<file path="src/rtl/phy_pkg.sv">
// Shared phy definitions: receiver state encoding, comma symbol, default symbol width.
// Used by both the receive lanes and the phy transmitter.
package phy_pkg;

  localparam int PHY_DATA_WIDTH = 8;
  localparam logic [7:0] COMMA_SYM = 8'hBC;

  typedef enum logic [1:0] {
    SEARCH = 2'd0,
    ALIGN  = 2'd1,
    ACTIVE = 2'd2
  } rx_state_e;

endpackage

</file>
<file path="src/rtl/phy_rx_sipo.sv">
// Serial-to-parallel front end: MSB-first shift register plus symbol bit counter.
// sym_done flags the edge that samples the last bit of a boundary-aligned symbol.
module phy_rx_sipo #(
  parameter int DATA_WIDTH = 8
) (
  input  logic                  clk_8f,
  input  logic                  reset,
  input  logic                  serial_in,
  input  logic                  cnt_en,
  output logic [DATA_WIDTH-1:0] next_sreg,
  output logic                  sym_done
);

  localparam int CW = $clog2(DATA_WIDTH);
  localparam logic [CW-1:0] LAST_BIT = CW'(DATA_WIDTH - 1);

  logic [DATA_WIDTH-1:0] sreg_q, sreg_d;
  logic [CW-1:0]         bit_cnt_q, bit_cnt_d;

  // Counter idles at 0 while no boundary is known, so the first counted bit is bit 0.
  always_comb begin
    sreg_d    = {sreg_q[DATA_WIDTH-2:0], serial_in};
    sym_done  = cnt_en && (bit_cnt_q == LAST_BIT);
    bit_cnt_d = '0;
    if (cnt_en && (bit_cnt_q != LAST_BIT)) begin
      bit_cnt_d = bit_cnt_q + 1'b1;
    end
  end

  assign next_sreg = sreg_d;

  always_ff @(posedge clk_8f) begin
    if (reset) begin
      sreg_q    <= '0;
      bit_cnt_q <= '0;
    end else begin
      sreg_q    <= sreg_d;
      bit_cnt_q <= bit_cnt_d;
    end
  end

endmodule

</file>
<file path="src/rtl/phy_rx_lane.sv">
// Single-lane receiver: comma search, alignment lock, byte recovery every 8 clocks.
// Optional macro PHY_RX_STATS_EN adds the rx_byte_count saturating counter output.
module phy_rx_lane
  import phy_pkg::*;
#(
  parameter int                    DATA_WIDTH  = PHY_DATA_WIDTH,
  parameter logic [DATA_WIDTH-1:0] COMMA       = COMMA_SYM,
  parameter int                    COMMA_COUNT = 4
) (
  input  logic                  clk_8f,
  input  logic                  reset,
  input  logic                  serial_in,
  output logic [DATA_WIDTH-1:0] data_out,
  output logic                  valid_out,
  output logic                  byte_stb,
`ifdef PHY_RX_STATS_EN
  output logic [15:0]           rx_byte_count,
`endif
  output logic                  active
);

  localparam logic [3:0] LOCK_CNT = COMMA_COUNT[3:0];

  rx_state_e             state_q, state_d;
  logic [3:0]            comma_cnt_q, comma_cnt_d;
  logic [DATA_WIDTH-1:0] data_q, data_d;
  logic                  valid_q, valid_d;
  logic                  stb_q, stb_d;
  logic                  active_q, active_d;
  logic [DATA_WIDTH-1:0] next_sreg;
  logic                  sym_done;
  logic                  is_comma;

  phy_rx_sipo #(.DATA_WIDTH(DATA_WIDTH)) u_sipo (
    .clk_8f    (clk_8f),
    .reset     (reset),
    .serial_in (serial_in),
    .cnt_en    (state_q != SEARCH),
    .next_sreg (next_sreg),
    .sym_done  (sym_done)
  );

  assign is_comma = (next_sreg == COMMA);

`ifdef PHY_RX_STATS_EN
  logic [15:0] rx_cnt_q, rx_cnt_d;
  assign rx_byte_count = rx_cnt_q;
`endif

  always_comb begin
    state_d     = state_q;
    comma_cnt_d = comma_cnt_q;
    data_d      = data_q;
    valid_d     = valid_q;
    stb_d       = 1'b0;
`ifdef PHY_RX_STATS_EN
    rx_cnt_d    = rx_cnt_q;
`endif
    case (state_q)
      SEARCH: begin
        if (is_comma) begin
          comma_cnt_d = 4'd1;
          state_d     = (LOCK_CNT == 4'd1) ? ACTIVE : ALIGN;
        end
      end
      ALIGN: begin
        if (sym_done) begin
          if (is_comma) begin
            comma_cnt_d = comma_cnt_q + 4'd1;
            if (comma_cnt_d == LOCK_CNT) begin
              state_d = ACTIVE;
            end
          end else begin
            comma_cnt_d = 4'd0;
            state_d     = SEARCH;
          end
        end
      end
      ACTIVE: begin
        // Boundary is never revisited here; comma-like bit runs across symbols are data.
        if (sym_done) begin
          stb_d = 1'b1;
          if (is_comma) begin
            valid_d = 1'b0;
          end else begin
            data_d  = next_sreg;
            valid_d = 1'b1;
`ifdef PHY_RX_STATS_EN
            if (rx_cnt_q != 16'hFFFF) begin
              rx_cnt_d = rx_cnt_q + 16'd1;
            end
`endif
          end
        end
      end
      default: state_d = SEARCH;
    endcase
    active_d = (state_d == ACTIVE);
  end

  always_ff @(posedge clk_8f) begin
    if (reset) begin
      state_q     <= SEARCH;
      comma_cnt_q <= '0;
      data_q      <= '0;
      valid_q     <= 1'b0;
      stb_q       <= 1'b0;
      active_q    <= 1'b0;
`ifdef PHY_RX_STATS_EN
      rx_cnt_q    <= '0;
`endif
    end else begin
      state_q     <= state_d;
      comma_cnt_q <= comma_cnt_d;
      data_q      <= data_d;
      valid_q     <= valid_d;
      stb_q       <= stb_d;
      active_q    <= active_d;
`ifdef PHY_RX_STATS_EN
      rx_cnt_q    <= rx_cnt_d;
`endif
    end
  end

  assign data_out  = data_q;
  assign valid_out = valid_q;
  assign byte_stb  = stb_q;
  assign active    = active_q;

endmodule

</file>
<file path="config.mk">
export PLATFORM = sky130hd
export DESIGN_NAME = phy_rx_lane
export DESIGN_NICKNAME = d
export VERILOG_FILES = /design/src/rtl/phy_pkg.sv /design/src/rtl/phy_rx_sipo.sv /design/src/rtl/phy_rx_lane.sv
export SDC_FILE = /design/constraint.sdc
export NUM_CORES = 1
export LEC_CHECK = 0
export BUFFER_PORTS_ARGS = -buffer_cell sky130_fd_sc_hd__buf_2
export CORE_ASPECT_RATIO = 1.1
export CORE_MARGIN = 2
export CORE_UTILIZATION = 54
export CTS_BUF_LIST = sky130_fd_sc_hd__clkbuf_8 sky130_fd_sc_hd__clkbuf_16
export CTS_CLUSTER_DIAMETER = 120
export CTS_CLUSTER_SIZE = 10
export DETAILED_ROUTE_END_ITERATION = 6
export HOLD_SLACK_MARGIN = 0.02
export PLACE_DENSITY = 0.8
export SYNTH_ARGS = -nofsm -noshare
export SYNTH_HDL_FRONTEND = slang
export SYNTH_SLANG_ARGS = --single-unit
</file>
<file path="constraint.sdc">
create_clock -name clk_8f -period 1.9 [get_ports clk_8f]
set_input_delay 0.38 -clock clk_8f [delete_from_list [all_inputs] [get_ports clk_8f]]
set_output_delay 0.38 -clock clk_8f [all_outputs]
set_load 0.01 [all_outputs]
</file>
# [Word-level counts from Yosys, hierarchy flattened]
# Index checks and enable logic that the tools add are counted.
[op_classes] order_cmp=0 n_div=0 n_reduce_logical=10 mux=11 n_bitwise=3 eq_ne=9 n_shift=0 n_mul=0 add_sub_neg=2
[ops] operator="$mux W4" count=3
[ops] operator="$eq A8 B8 Y1 const B" count=1
[ops] operator="$mux W2" count=4
[ops] operator="$pmux W4 S2" count=1
[ops] operator="$pmux W2 S3" count=1
[ops] operator="$reduce_and A3 Y1" count=2
[ops] operator="$add A4 B1 Y4 const B" count=1
[ops] operator="$eq A2 B2 Y1 const B" count=2
[ops] operator="$eq A4 B3 Y1 const B" count=1
[ops] operator="$ne A2 B2 Y1 const B" count=2
[ops] operator="$reduce_bool A2 Y1" count=2
[ops] operator="$reduce_or A2 Y1" count=2
[ops] operator="$add A3 B1 Y3 const B" count=1
[ops] operator="$eq A3 B3 Y1 const B" count=1
[ops] operator="$ne A3 B3 Y1 const B" count=1
[ops] operator="$not A1 Y1" count=3
[ops] operator="$eq A2 B1 Y1 const B" count=1
[ops] operator="$logic_and A1 B1 Y1" count=2
[ops] operator="$logic_not A2 Y1" count=1
[ops] operator="$mux W1" count=2
[ops] operator="$reduce_and A2 Y1" count=1
[word_totals] romBits=0 latch_bits=0 out_inout_bits=11 n_memories=0 input_bits=3 ff_bits=27 word_cells=43 ramBits=0

# [Logic depth before layout (Yosys ltp)]
# Gate-level depths: netlist of the first run.
[depth] depth_word=7 mapped_depth=7 mapped_depth_nobuf=6

# [By module]
# Synthesis of the first run repeated with hierarchy kept, for this count alone.
[hier_totals] hier_cells=96 area_unflattened_um2=1072.3
[by_module_without_submodules] mod="phy_rx_lane" n_inst=1 seq_area_each_um2=340.3 cells_each=72 area_per_inst_um2=738.2
[by_module_without_submodules] mod="phy_rx_sipo" n_inst=1 seq_area_each_um2=200.2 cells_each=24 area_per_inst_um2=334.1

# [Worst setup path after synthesis of the first run]
# No wires, ideal clock.
[synth_path] kind="reg2reg" from="register u_sipo.bit_cnt_q[0]" to="register data_q[0], in the netlist data_out[0]" setup_slack_ps=384 path_buffers=1 setup_ps=128 arrival_ps=1388 stages_incl_launch_ff=8 t_required_ps=1772 period_less_slack_ps=1516 cell_sequence="dfxtp_1 > ha_1 > ha_1 > buf_2 > nand3b_4 > a21oi_4 > mux2i_1 > nor2_1"
[synth_between] elab_chain_cells=3
[synth_rtl] item="start: declaration" line_no="phy_rx_sipo.sv:18" text="logic [CW-1:0] bit_cnt_q, bit_cnt_d;"
[synth_rtl] item="start signal: assignment" line_no="phy_rx_sipo.sv:38" text="bit_cnt_q <= bit_cnt_d;"
[synth_rtl] item="$eq A3 B3 Y1" line_no="phy_rx_sipo.sv:23" text="sym_done = cnt_en && (bit_cnt_q == LAST_BIT);"
[synth_rtl] item="$logic_and A1 B1 Y1" line_no="phy_rx_sipo.sv:23"
[synth_rtl] item="$reduce_and A3 Y1 (no line)"
[synth_rtl] item="end signal: assignment" line_no="phy_rx_lane.sv:115" text="data_q <= data_d;"
[synth_rtl] item="end: declaration" line_no="phy_rx_lane.sv:26" text="logic [DATA_WIDTH-1:0] data_q, data_d;"
# Every way passes these cells.
# A chain may end at the register's enable or synchronous reset.

# [Final worst setup path of the first run]
[layout_path] from="register u_sipo.bit_cnt_q[0]" to="register data_q[3], in the netlist data_out[3]"
# Same word-level chain as after synthesis.

==> impl_metrics.yaml, run 1 <==
setup_path:
  crit_chain: "ha_1 -> ha_1 -> nand3b_4 -> a21oi_4 -> mux2i_1 -> nor2_1"
  setup_slack_of_the_worst_register_to_register_path_ns: 0.16
  cp_common_cell: "sky130_fd_sc_hd__ha_1"
  timing.critical_path.required_ns: 2.05
  criticalPathCategory: "reg2reg"
  timing.critical_path.arrival_ns: 1.89
  worstReg2RegEnd: "data_out[3]"
  worstSetupStartpointType: "register"
  critical_path.max_fanout: 10
  r2r-start: "u_sipo.bit_cnt_q[0]"
  crit_slowest_cell: "sky130_fd_sc_hd__ha_1"
  slowest_delay_ns: 0.35
  timing.reg2reg.worst_path_depth: 6
  crit_end_category: "register"
pwr:
  vdd_drop_max_v: 0.0006311
  static-leakage-power_nw: 0.5378
  pwr_density_cell_nw_per_um2: 743.8
placed_design:
  io_buffer_count: 13
  dp.final_hpwl_mm: 1.287
  routabilityCongestion: 0.7956
  placed_cell_area_sq_um: 1176
sta:
  report.final.hold_viol_count: 0
  tightestPinTransition_ns: 0.4692
  timing.final.crit_share_pct: 91.49
  achievable-frequency_ghz: 0.5753
  setup_viol_count_final: 0
  final_period_minus_worst_setup_slack_ns: 1.738
  finClkSkew_ns: 0.001678
  rsz0062_at_grt: "no"
  maxSlewHeadroom_pct: 68.72
  drv_slew: 0
  fin_tns_setup_ns: 0
synth:
  synth.net_count: 113
  postSynthRegisterBits: 27
  synthArstFlopShare_pct: 0
  edff_count_synth: 0
  syn_std_cell_area_sq_um: 1102
  synth.avg_cell_area_sq_um: 10.40
  synth.yosys.seq_area_share_pct: 49.04
  netlist.area_leader.share_pct: 49.04
  syn-instance-count: 106
  synth.lib_cells_used.distinct: 36
  synth_top_cells_by_area: "sky130_fd_sc_hd__dfxtp_1 49%, sky130_fd_sc_hd__mux2i_1 7.3%, sky130_fd_sc_hd__ha_1 4.5%, sky130_fd_sc_hd__nor2b_1 4.5%, sky130_fd_sc_hd__nor2_1 4.4%"
  synth_top_area_cell: "sky130_fd_sc_hd__dfxtp_1"
  synth_warnings: 0
  yosys_most_used_dff: "sky130_fd_sc_hd__dfxtp_1"
global_route:
  first_global_vias: 779
  grt_overflow: 0
  antenna_found_initial: 0
  grtUsageTotal_pct: 19.97
  grt_start_max_net_pins: 29
  grt_pass1_wl_mm: 3.429
cts:
  post_cts_resize_count: 0
  cts_root_buf: "sky130_fd_sc_hd__clkbuf_8"
  clock_sinks: 27
  clk_pin_slew_worst_paths_ns: 0.09
  clockBufferDepth: 2
  tritoncts: "done"
  cts.repair_timing.setup_buffer_count: 0
  holdBufCountCts: 0
  clkLatencyLatePin_ns: 0.27
  numCtsBuffers: 3
  cts_max_level: 1
layout:
  design_area_sq_um: 1225
  drive_gt1_share_pct: 19.66
  fillCellCount: 161
  final_cell_mix: "27 x sky130_fd_sc_hd__dfxtp_1, 13 x sky130_fd_sc_hd__nor2_1, 13 x sky130_fd_sc_hd__buf_2"
  multi_input_area_sq_um: 531.8
  syn_to_final_growth_pct: 11.12
  diodes: 0
  finish.net_count: 125
  final_core_util_pct: 61.92
  layout.cells.most_common: "sky130_fd_sc_hd__dfxtp_1"
  sequential_cell_area_sq_um: 540.5
min_path:
  hold-path-endpoint: "u_sipo.sreg_q[0]"
  hold_path.class: "in2reg"
  hp-start: "serial_in"
  min_path_cells: 2
die:
  core_sq_um: 1978
  chipWidth_um: 47.08
  start_util_pct: 55.72
  die_height_um: 51.39
  die-area_sq_um: 2419
  design.portCount: 14
  placement_rows: 17
route:
  detailedRoute.firstIterationViolations: 12
  final_routed_wirelength_mm: 1.879
  ant_nets: 0
  route.vias.total: 790
  routedWlPerCell_um: 12.96
  vias_per_cell: 5.448
  drtPass1Iterations: 4
  route.detailed.drc: 0
job:
  drv.max_cap_violation_count: 0
status:
  run_status: "finished, final reports clean"
## critical path: cells and delay by family, from the launching register on
kind / cells / cell delay (ns)
AOI/OAI and AO/OA: 1 / 0.32
DFF: 1 / 0.34
muxes: 1 / 0.25
adders and majority gates: 2 / 0.50
and+or+nand+nor: 2 / 0.21
## per-layer routing
metal,track usage [%],routed length [um],vias up
met2,31.51,957,18
met4,11.57,39,0
met1,24.62,814,370
li1,-,-,397
met5,0,0,-
met3,3.534,67,5
## power by group
group          switching (W)  internal [W]
sequential        0.00000241      0.000569
clock               0.000176      0.000149
combinational      0.0000102    0.00000453
total               0.000189      0.000722
## registers in the layout, summed over array words and instances (netlist names)
register,count
data_out,8
u_sipo.sreg_q,7
comma_cnt_q,4
u_sipo.bit_cnt_q,3
state_q,2
active,1
byte_stb,1
valid_out,1
## kinds of logic after synthesis
family	Yosys count	synth area share [%]
compound gates	15	9.989
xor+xnor	2	1.589
fa+ha+maj	4	4.540
buf+inv	7	2.723
flops	27	49.04
mux	8	7.265
simple gates	43	24.86
## cell usage after synthesis, types with 2 or more instances
library cell	number
sky130_fd_sc_hd__a211oi_1	2
sky130_fd_sc_hd__buf_2	3
sky130_fd_sc_hd__a21oi_1	5
sky130_fd_sc_hd__o311ai_0	2
sky130_fd_sc_hd__nor2_1	13
sky130_fd_sc_hd__nor3_1	2
sky130_fd_sc_hd__mux2i_1	8
sky130_fd_sc_hd__nor2b_1	8
sky130_fd_sc_hd__nor3b_1	2
sky130_fd_sc_hd__xor2_1	2
sky130_fd_sc_hd__dfxtp_1	27
sky130_fd_sc_hd__or3_1	2
sky130_fd_sc_hd__nand2_1	2
sky130_fd_sc_hd__buf_1	2
sky130_fd_sc_hd__ha_1	4
sky130_fd_sc_hd__and2_1	2
## per-stage QoR
| stage | setup WS, ns | power, W | hold WS [ns] | cells |
|---|---|---|---|---|
| floorplan | 0.3840 | 0.0005948 | 0.4080 | 106 |
| global placement | 0.2213 | 0.0005986 | 0.4133 | 141 |
| detailed placement | 0.1969 | 0.0005989 | 0.4208 | 141 |
| CTS | 0.1562 | 0.0009203 | 0.3514 | 145 |
| global route | 0.01060 | 0.0009390 | 0.3513 | 145 |
| finish | 0.1617 | 0.0009111 | 0.3576 | 145 |
## final cells by class
cell class	count	share of cell area, %
Sequential cell	27	44.13
Multi-Input combinational cell	72	43.41
Timing Repair Buffer	13	5.312
Clock buffer	3	3.371
Tap cell	28	2.860
Clock inverter	1	0.6129
Inverter	1	0.3064
## worst max-delay path by stage
stage | start | slack, ns | endpoint | depth (start not counted)
finish | u_sipo.bit_cnt_q[0] | 0.16 | data_out[3] | 6
floorplan | u_sipo.bit_cnt_q[0] | 0.38 | data_out[0] | 7
global placement | u_sipo.bit_cnt_q[0] | 0.22 | data_out[4] | 6
CTS | u_sipo.bit_cnt_q[0] | 0.16 | data_out[3] | 6
global route | u_sipo.bit_cnt_q[0] | 0.01 | data_out[3] | 6
detailed placement | u_sipo.bit_cnt_q[0] | 0.20 | data_out[5] | 6
No activity file was read; power rests on OpenSTA's default activity.
==> inputs of run 2 (changes only) <==
--- a/config.mk
+++ b/config.mk
@@ -5,16 +5,17 @@
 export SDC_FILE = /design/constraint.sdc
 export NUM_CORES = 1
 export LEC_CHECK = 0
+export ABC_AREA = 1
 export BUFFER_PORTS_ARGS = -buffer_cell sky130_fd_sc_hd__buf_2
 export CORE_ASPECT_RATIO = 1.1
 export CORE_MARGIN = 2
-export CORE_UTILIZATION = 54
+export CORE_UTILIZATION = 47
 export CTS_BUF_LIST = sky130_fd_sc_hd__clkbuf_8 sky130_fd_sc_hd__clkbuf_16
 export CTS_CLUSTER_DIAMETER = 120
 export CTS_CLUSTER_SIZE = 10
 export DETAILED_ROUTE_END_ITERATION = 6
 export HOLD_SLACK_MARGIN = 0.02
-export PLACE_DENSITY = 0.8
+export PLACE_DENSITY = 0.72
 export SYNTH_ARGS = -nofsm -noshare
 export SYNTH_HDL_FRONTEND = slang
 export SYNTH_SLANG_ARGS = --single-unit
==> run 2 against run 1 <==
Effect of this change: die area rose by 17%; core utilization down 6.3 points; register-to-register slack improved by 0.31 ns; via count increased by 13%; non-clock buffer count unchanged; combinational power grew 3%; worst setup slack better by 0.31 ns; global-route usage down 5.0 points; maximum frequency grew 22%; hold slack improved by 0.0014 ns; critical path type unchanged; largest cell class unchanged; highest routed layer unchanged.
==> impl_metrics.yaml, run 2 <==
status:
  run_status: "finished, final reports clean"
synth:
  syn-instance-count: 152
  edff_count_synth: 0
  netlist_top_cells_count: "35 x sky130_fd_sc_hd__nand2_1, 27 x sky130_fd_sc_hd__dfxtp_1, 25 x sky130_fd_sc_hd__nor2_1, 22 x sky130_fd_sc_hd__inv_1, 11 x sky130_fd_sc_hd__a21oi_1"
  most_repeated_cell_in_the_gate_level_netlist_after_synthesis: "sky130_fd_sc_hd__nand2_1"
  netlist.area_leader.share_pct: 47.73
  postSynthRegisterBits: 27
  synth.lib_cells_used.distinct: 21
  synth_warnings: 0
  yosys_most_used_dff: "sky130_fd_sc_hd__dfxtp_1"
  synth.avg_cell_area_sq_um: 7.450
  syn_std_cell_area_sq_um: 1132
  synth.yosys.seq_area_share_pct: 47.73
  synthArstFlopShare_pct: 0
  synth.net_count: 159
  synth_top_area_cell: "sky130_fd_sc_hd__dfxtp_1"
  synth_top_cells_by_area: "sky130_fd_sc_hd__dfxtp_1 48%, sky130_fd_sc_hd__nand2_1 12%, sky130_fd_sc_hd__nor2_1 8.3%, sky130_fd_sc_hd__inv_1 7.3%, sky130_fd_sc_hd__a21oi_1 4.9%"
route:
  final_routed_wirelength_mm: 1.882
  vias_per_cell: 4.566
  drtPass1Iterations: 4
  detailedRoute.firstIterationViolations: 16
  ant_nets: 0
  route.vias.total: 895
  routedWlPerCell_um: 9.602
  route.detailed.drc: 0
setup_path:
  crit_slowest_cell: "sky130_fd_sc_hd__dfxtp_1"
  worstReg2RegEnd: "data_out[1]"
  cp_buf_inv_count: 1
  r2r-start: "u_sipo.bit_cnt_q[0]"
  dominant_delay_contributor_by_cell_family_on_the_critical_path: "simple AND/OR/NAND/NOR gates"
  cp_common_cell: "sky130_fd_sc_hd__ha_1"
  crit_end_category: "register"
  crit_chain: "ha_1 -> ha_1 -> inv_1 -> nor2_4 -> nand2_2 -> nand2_1 -> a21oi_1"
  slowest_delay_ns: 0.34
  timing.critical_path.arrival_ns: 1.58
  critical_path.max_fanout: 10
  timing.critical_path.required_ns: 2.05
  criticalPathCategory: "reg2reg"
  setup_slack_of_the_worst_register_to_register_path_ns: 0.47
  timing.reg2reg.worst_path_depth: 7
  worstSetupStartpointType: "register"
sta:
  fin_tns_setup_ns: 0
  finClkSkew_ns: 0.003706
  achievable-frequency_ghz: 0.6990
  report.final.hold_viol_count: 0
  rsz0062_at_grt: "no"
  final_period_minus_worst_setup_slack_ns: 1.431
  tightestPinTransition_ns: 0.3869
  setup_viol_count_final: 0
  drv_slew: 0
  maxSlewHeadroom_pct: 74.21
  timing.final.crit_share_pct: 75.29
cts:
  cts.repair_timing.setup_buffer_count: 0
  numCtsBuffers: 3
  cts_root_buf: "sky130_fd_sc_hd__clkbuf_8"
  cts_max_level: 1
  clock_sinks: 27
  clkLatencyLatePin_ns: 0.27
  clockBufferDepth: 2
  tritoncts: "done"
  holdBufCountCts: 0
  clk_pin_slew_worst_paths_ns: 0.09
  post_cts_resize_count: 0
die:
  die-area_sq_um: 2818
  placement_rows: 18
  design.portCount: 14
  start_util_pct: 49.78
  core_sq_um: 2275
  chipWidth_um: 50.80
  die_height_um: 55.48
pwr:
  static-leakage-power_nw: 0.5686
  pwr_density_cell_nw_per_um2: 718.5
  vdd_drop_max_v: 0.0004679
min_path:
  hp-start: "serial_in"
  hold_path.class: "in2reg"
  min_path_cells: 3
  hold-path-endpoint: "u_sipo.sreg_q[0]"
layout:
  drive_gt1_share_pct: 16.87
  syn_to_final_growth_pct: 11.71
  largest_register_ffs: 8
  finish.net_count: 174
  diodes: 0
  sequential_cell_area_sq_um: 540.5
  final_cell_mix: "35 x sky130_fd_sc_hd__nand2_1, 27 x sky130_fd_sc_hd__dfxtp_1, 25 x sky130_fd_sc_hd__nor2_1"
  fillCellCount: 225
  design_area_sq_um: 1265
  multi_input_area_sq_um: 483.0
  layout.cells.most_common: "sky130_fd_sc_hd__nand2_1"
global_route:
  first_global_vias: 790
  grt_pass1_wl_mm: 3.374
  grt_overflow: 0
  antenna_found_initial: 0
  grtUsageTotal_pct: 14.93
  grt_start_max_net_pins: 23
placed_design:
  routabilityCongestion: 0.8084
  io_buffer_count: 13
  dp.final_hpwl_mm: 1.415
  placed_cell_area_sq_um: 1216
job:
  drv.max_cap_violation_count: 0
[run 2: cell types whose count changed after synthesis, sizes merged, moves of 3 or more]
cell / delta
a21oi: +5
buf: -3
nand3: +10
inv: +23
nand2: +35
nor2b: -8
mux2i: -8
nor2: +16
[run 2: area by class of cell]
| type | instances | area share (%) |
|---|---|---|
| well taps | 30 | 2.967 |
| flip-flops and latches | 27 | 42.73 |
| clock buffers | 3 | 3.264 |
| inverters | 24 | 7.122 |
| repair buffers | 13 | 5.143 |
| clock inverters | 1 | 0.5935 |
| multi-input cells | 98 | 38.18 |
[run 2: metrics by stage]
stage	std cells	utilization [%]	total power (W)	hold WS [ns]	setup WS (ns)
3_3_place_gp	192	53.47	0.0005992	0.4054	0.5296
2_1_floorplan	152	-	0.0005941	0.3990	0.6249
4_1_cts	196	55.61	0.0009153	0.3605	0.4640
6_report	196	55.61	0.0009089	0.3590	0.4694
5_1_grt	196	55.61	0.0009448	0.3810	0.3198
3_5_place_dp	192	53.47	0.0005995	0.4152	0.4771
[run 2: cells by family (layout without fill, tap and decap cells)]
family / Yosys count / count (layout) / synth area share (%)
fa+ha+maj: 4 / 4 / 4.420
simple gates: 81 / 81 / 32.49
compound gates: 13 / 13 / 5.745
flops: 27 / 27 / 47.73
buf+inv: 27 / 41 / 9.613
[run 2: worst max path at each step]
stage                         from          end  depth (start not counted)
6_report       u_sipo.bit_cnt_q[0]  data_out[1]                          7
5_1_grt        u_sipo.bit_cnt_q[0]  data_out[6]                          7
4_1_cts        u_sipo.bit_cnt_q[0]  data_out[1]                          7
3_5_place_dp   u_sipo.bit_cnt_q[0]  data_out[1]                          7
3_3_place_gp   u_sipo.bit_cnt_q[0]  data_out[5]                          7
2_1_floorplan  u_sipo.bit_cnt_q[0]  data_out[6]                          7
[run 2: power by group]
part | total [W] | internal, W | leakage (nW) | switching (W)
clock network | 0.000323 | 0.000148 | 0.0217 | 0.000174
registers | 0.000571 | 0.000569 | 0.218 | 0.00000246
logic | 0.0000152 | 0.00000341 | 0.329 | 0.0000118
[run 2: tightest hold or removal path, delay by kind of cell]
| family | cells | cell delay [ns] |
|---|---|---|
| AND/OR/NAND/NOR | 1 | 0.07 |
| buffers and inverters | 2 | 0.15 |
[run 2: layer usage]
metal / track usage (%) / vias to the layer above / share of wire [%]
li1: - / 488 / -
met5: 0 / - / 0
met3: 2.432 / 2 / 2.9
met2: 22.93 / 9 / 45
met1: 21.93 / 396 / 52
met4: 3.475 / 0 / 0.58
